[config.mk]
export PLATFORM = sky130hd
export DESIGN_NAME = pe_seq_ctrl
export DESIGN_NICKNAME = d
export VERILOG_FILES = /design/src/rtl/pe_pkg.sv /design/src/rtl/pe_seq_ctrl.sv
export SDC_FILE = /design/constraint.sdc
export NUM_CORES = 1
export LEC_CHECK = 0
export ABC_CLOCK_PERIOD_IN_PS = 3500
export BUFFER_PORTS_ARGS = -buffer_cell sky130_fd_sc_hd__buf_2
export CAP_MARGIN = 40
export CORE_UTILIZATION = 63
export CTS_BUF_LIST = sky130_fd_sc_hd__clkbuf_8
export DETAILED_ROUTE_END_ITERATION = 7
export GPL_ROUTABILITY_DRIVEN = 0
export PLACE_DENSITY_LB_ADDON = 0.2
export SYNTH_ARGS = -nofsm -noshare
export SYNTH_HDL_FRONTEND = slang
export SYNTH_SLANG_ARGS = --single-unit
[constraint.sdc]
create_clock -name clock -period 3.5 [get_ports clock]
set_clock_uncertainty 0.1 [all_clocks]
set_input_delay 0.875 -clock clock [delete_from_list [all_inputs] [get_ports clock]]
set_output_delay 0.875 -clock clock [all_outputs]
set_load 0.01 [all_outputs]
[src/rtl/pe_pkg.sv]
// Shared PE definitions: mode encodings driven onto the PE mode input and the
// sequencer state type, used by both the PE array and its sequencer.
package pe_pkg;

    typedef enum logic [1:0] {
        MODE_DENDEN = 2'b00,
        MODE_SPADEN = 2'b01,
        MODE_SHIFT  = 2'b10,
        MODE_WAIT   = 2'b11
    } pe_mode_t;

    typedef enum logic [2:0] {
        ST_IDLE,
        ST_CLEAR,
        ST_COMPUTE,
        ST_DRAIN,
        ST_DONE
    } seq_state_t;

    function automatic int maxInt(input int a, input int b);
        return (a > b) ? a : b;
    endfunction

endpackage

[src/rtl/pe_seq_ctrl.sv]
// Job sequencer for a PE column: CLEAR, k_len MAC cycles, ROWS SHIFT cycles, DONE.
// Optional stall-cycle counter output when PE_SEQ_CTRL_PERF_EN is defined.
module pe_seq_ctrl
    import pe_pkg::*;
#(
    parameter int ROWS = 4,
    parameter int KW   = 16
) (
    input  logic          clock,
    input  logic          reset,
    input  logic          start,
    input  logic [KW-1:0] k_len,
    input  logic          sparse,
    input  logic          stall,
    output logic          busy,
    output logic          pe_en,
    output logic [1:0]    pe_mode,
    output logic          pe_mode_nzet,
    output logic          feed_rd,
    output logic          drain_vld,
    output logic          done
`ifdef PE_SEQ_CTRL_PERF_EN
    ,
    output logic [31:0]   perf_stall_cnt
`endif
);

    localparam int CW = maxInt(KW, $clog2(ROWS + 1));

    seq_state_t    r_state;
    logic [CW-1:0] r_count;
    logic [KW-1:0] r_kLen;
    logic          r_sparse;
    logic          w_lastStep;

    assign w_lastStep = (r_count == CW'(1));

    // The counter holds the remaining MAC or SHIFT steps of the current phase.
    always_ff @(posedge clock or posedge reset) begin
        if (reset) begin
            r_state  <= ST_IDLE;
            r_count  <= '0;
            r_kLen   <= '0;
            r_sparse <= 1'b0;
        end else begin
            case (r_state)
                ST_IDLE: begin
                    if (start) begin
                        r_kLen   <= k_len;
                        r_sparse <= sparse;
                        r_state  <= ST_CLEAR;
                    end
                end
                ST_CLEAR: begin
                    if (r_kLen == '0) begin
                        r_count <= CW'(ROWS);
                        r_state <= ST_DRAIN;
                    end else begin
                        r_count <= CW'(r_kLen);
                        r_state <= ST_COMPUTE;
                    end
                end
                ST_COMPUTE: begin
                    if (!stall) begin
                        if (w_lastStep) begin
                            r_count <= CW'(ROWS);
                            r_state <= ST_DRAIN;
                        end else begin
                            r_count <= r_count - CW'(1);
                        end
                    end
                end
                ST_DRAIN: begin
                    if (!stall) begin
                        if (w_lastStep) begin
                            r_count <= '0;
                            r_state <= ST_DONE;
                        end else begin
                            r_count <= r_count - CW'(1);
                        end
                    end
                end
                ST_DONE: begin
                    r_state <= ST_IDLE;
                end
                default: begin
                    r_state <= ST_IDLE;
                end
            endcase
        end
    end

    // A stalled COMPUTE/DRAIN keeps the PE enabled but parks it in WAIT.
    always_comb begin
        busy         = (r_state != ST_IDLE);
        pe_en        = 1'b0;
        pe_mode      = MODE_WAIT;
        pe_mode_nzet = 1'b0;
        feed_rd      = 1'b0;
        drain_vld    = 1'b0;
        done         = 1'b0;
        case (r_state)
            ST_COMPUTE: begin
                pe_en = 1'b1;
                if (!stall) begin
                    pe_mode      = r_sparse ? MODE_SPADEN : MODE_DENDEN;
                    pe_mode_nzet = r_sparse;
                    feed_rd      = 1'b1;
                end
            end
            ST_DRAIN: begin
                pe_en = 1'b1;
                if (!stall) begin
                    pe_mode   = MODE_SHIFT;
                    drain_vld = 1'b1;
                end
            end
            ST_DONE: begin
                done = 1'b1;
            end
            default: begin
            end
        endcase
    end

`ifdef PE_SEQ_CTRL_PERF_EN
    logic [31:0] r_perfCnt;

    always_ff @(posedge clock or posedge reset) begin
        if (reset) begin
            r_perfCnt <= '0;
        end else if (r_state == ST_IDLE && start) begin
            r_perfCnt <= '0;
        end else if (busy && stall && r_perfCnt != '1) begin
            r_perfCnt <= r_perfCnt + 32'd1;
        end
    end

    assign perf_stall_cnt = r_perfCnt;
`endif

endmodule

# Word level (Yosys, flattened, before mapping)
# Cells that the tools add are included.
# totals
regBits	36
wordCells	47
out_inout_bits	8
# op_classes
reduce_logical	8
n_mux	24
n_eq_ne	10
add_sub_neg	1
# op_table
cell	count
$mux 16	5
$pmux 16 s3	1
$eq 16x1->1 const B	1
$logic_not 16->1	1
$sub 16x1->16 const B	1
$mux 3	5
$pmux 3 s4	1
$mux 1	10
$ne 2x2->1 const B	5
$eq 3x2->1 const B	2
$reduce_bool 3->1	2
$reduce_and 5->1	1
$pmux 2 s2	1
$eq 3x1->1 const B	1
$eq 3x3->1 const B	1
$logic_not 3->1	1
$reduce_and 3->1	1
$mux 2	1
$reduce_and 2->1	1
$reduce_or 2->1	1

# Logic depth before layout (Yosys ltp)
# logic_depth
word_depth	4
depth_mapped	8

# Worst setup path after synthesis
# No wires, ideal clock.
# synth_path
kind	reg2out
start	register r_state[2]
end	output port pe_mode_nzet
path_slack_ns	0.870
t_arrival_ns	1.655
required_ns	2.525
n_path_buf	2
path_stages_with_launch	7
path_cell_list	dfrtp_1 > or2b_2 > buf_4 > clkbuf_8 > nor3_1 > inv_1 > nor2_1
# synth_between
elab_chain_len	2
# synth_rtl
item	line	rtl
from (decl)	pe_seq_ctrl.sv:30	seq_state_t r_state;
from (signal assigned)	pe_seq_ctrl.sv:41	r_state <= ST_IDLE;
from (signal assigned)	pe_seq_ctrl.sv:51	r_state <= ST_CLEAR;
from (signal assigned)	pe_seq_ctrl.sv:57	r_state <= ST_DRAIN;
$eq 3x2->1	pe_seq_ctrl.sv:102	case (r_state)
$mux 1	pe_seq_ctrl.sv:102	
to (decl)	pe_seq_ctrl.sv:18	output logic pe_mode_nzet,
# Every way passes these cells.

# Final worst setup path
# layout_path
start	register r_state[1]
end	output port pe_mode[0]
# layout_between
elab_chain_len	2
elab_cells_between_ends	3
classes_between	eq/ne (2); mux (1)
# layout_rtl
item	line	rtl
$eq 3x2->1	pe_seq_ctrl.sv:102	
$pmux 2 s2 (*)	pe_seq_ctrl.sv:102	
to (decl)	pe_seq_ctrl.sv:17	output logic [1:0] pe_mode,
# Every way passes the cells marked *; elsewhere a longest branch is shown, timed or not.

==> run summary <==
status = completed
PD cells = 411 nW/um^2
CTS Hold Bufs = 0
FF-to-FF path depth = 5
post-synthesis compound-gate area fraction = 0.207
hold path depth = 2
CP max stage cell = dfrtp_1
crit share post-route = 0.812
slowest stage delay, CP = 0.52 ns
data arrival time of the worst path = 1.87 ns
main combinational cell family by area after synthesis = compound AO/OA/AOI/OAI gates
Longest Clk Path Bufs = 2
global-route wire length before repair = 8000 um
Syn Nets = 229
cts bufs inserted = 5
starting density of the core = 0.664
Post-Synth Adder-Cell Area = 0.0123
worst path cell trace = or2b_2, nor2_1, o21ai_0, buf_2
PostCTS Resize Cnt = 0
ANT cells = 0
Max-slew headroom = 0.514
hold slack = 0.454 ns
layout cell share with drive strength beyond 1 = 0.258
Layout area overhead = 10.2%
most common flop cell mapped by yosys = dfrtp_1
Fillers = 225
cell count after synthesis = 206
Max H-tree Level = 2
Mean Syn Cell Area = 9.84 um^2
vias in the first global route = 1673
Max Slew Vio Count = 0
routed vias/inst = 6.38
drt first pass iters = 6
Worst-Margin Slew = 0.723 ns
CTS tree = built
Total Wirelength = 4840 um
leakage = 0.951 nW
Die Ht = 58.7 um
post-synthesis mux area share = 0.0877
fmax = 0.352 GHz
post-synthesis xor/xnor area fraction = 0.00432
placement row count = 20
detailed placement HPWL = 3360 um
Post-Synth Simple-Gate Area = 0.171
setup bufs post-CTS = 0
final hold violations = 0
EDFF count, synth = 0
Max Cap Viol = 0
fin nets = 255
Netlist cell types = 51
initial DRC count = 188
Placed Cells = 269
vias = 1767
later-pin clock latency in the skew report = 0.30 ns
Avg WL per Cell = 17.5 um
final setup vio count = 0
die area = 3450 um^2
post-layout minimum cycle time = 2.84 ns
commonest non-fill, non-tap cell in the layout = dfrtp_1
gr usage total = 0.317
Final ANT Viol Nets = 0
Non-Filler Instances = 277
CTS Root Cell = clkbuf_8
largest net degree at the start of global routing = 37
gr ovfl total = 0
io pins = 29
Startpoint Class = flop
Peak VDD IR = 0.318 mV
core footprint = 3050 um^2
chip width = 58.7 um
kind of critical path = reg -> out
Crit. End Element = primary output
setup_tns = 0 ns
port buffer count = 28
Hold Crit Class = reg -> reg
Seq/Total Area, Yosys = 0.444
most frequent cells in the layout = dfrtp_1, buf_2, nand2_1
Residual DRC = 0
Crit Path Max Fanout = 17
RSZ-0062 raised after global routing = no
required time of the critical path = 2.52 ns
FF-to-FF setup slack = 1.17 ns
Clock Sinks = 36
initial antenna violation count = 0
synth warn = 0
post-synthesis cell area = 2030 um^2
asr flop ratio synth = 1.00
Yosys reg bits = 36
clk slew on worst S/H paths = 0.07 ns
## registers in the layout, indices dropped and copies added, names as in the netlist
register	cells
r_count	16
r_kLen	16
r_sparse	1
r_state	3
## cell families (layout without fill, tap and decap cells)
group,count (synthesis),after routing
mux,16,16
buf+inv,26,53
fa+ha+maj,2,2
xor+xnor,1,1
flops,36,36
compound gates,62,62
simple gates,63,63
## area by class of cell
cell class | count | area [um^2] | share of cell area
Clock buffer | 5 | 68.8 | 0.0308
Tap cell | 44 | 55.1 | 0.0246
Timing Repair Buffer | 30 | 155 | 0.0694
Sequential cell | 36 | 901 | 0.403
Clock inverter | 3 | 20.0 | 0.00896
Multi-Input combinational cell | 144 | 978 | 0.438
Inverter | 15 | 56.3 | 0.0252
## path summary, 6_finish.rpt
check	to	from
setup reg to reg	r_count[7]	r_count[3]
max in group asynchronous	r_count[13]	reset
hold / removal	r_count[9]	r_count[9]
hold reg to reg	r_count[9]	r_count[9]
setup / recovery	pe_mode[0]	r_state[1]
min in group asynchronous	r_count[8]	reset
## worst max-delay path: cells and delay by family (launching register included)
kind                   cells  cell delay [ns]
AND/OR/NAND/NOR            2             0.75
flip-flops                 1             0.52
buffers and inverters      1             0.16
AO/OA/AOI/OAI              1             0.15
## per-stage QoR
| step | area [um^2] | setup WS, ns | power [mW] | utilization |
|---|---|---|---|---|
| floorplan | 2030 | 0.870 | 0.585 | - |
| global placement | 2150 | 1.03 | 0.620 | 0.703 |
| detailed placement | 2150 | 0.941 | 0.629 | 0.703 |
| CTS | 2230 | 0.644 | 0.919 | 0.732 |
| global route | 2230 | 0.495 | 0.961 | 0.732 |
| finish | 2230 | 0.659 | 0.917 | 0.732 |
## cell usage after synthesis (all sizes together) (2+ instances only)
master / n / area [um^2]
buf: 8 / 70.1
dfrtp: 36 / 901
a31oi: 6 / 43.8
o211ai: 2 / 15.0
a32oi: 5 / 43.8
or2b: 2 / 17.5
a21oi: 11 / 55.1
nand4: 3 / 18.8
inv: 15 / 56.3
a21o: 2 / 15.0
ha: 2 / 25.0
o2bb2ai: 2 / 17.5
or3: 3 / 18.8
nor2: 14 / 60.1
nor4: 8 / 65.1
nand2: 17 / 63.8
and2: 2 / 13.8
clkbuf: 3 / 21.3
a22oi: 4 / 30.0
nor3: 7 / 35.0
mux2: 14 / 158
o22ai: 4 / 25.0
nor3b: 2 / 15.0
o21ai: 14 / 73.8
mux2i: 2 / 20.0
## per-layer routing
metal | track usage | wire length (um)
met1 | 0.426 | 2000
met2 | 0.474 | 2250
met3 | 0.108 | 466
met4 | 0.126 | 120
met5 | 0 | 0
## report_power, final
| group | total, mW | switching, mW | internal, mW |
|---|---|---|---|
| Clock | 0.294 | 0.156 | 0.139 |
| Sequential | 0.491 | 0.0429 | 0.448 |
| Combinational | 0.133 | 0.0717 | 0.0608 |
| Total | 0.917 | 0.270 | 0.647 |
No activity file was read; power rests on OpenSTA's default activity.
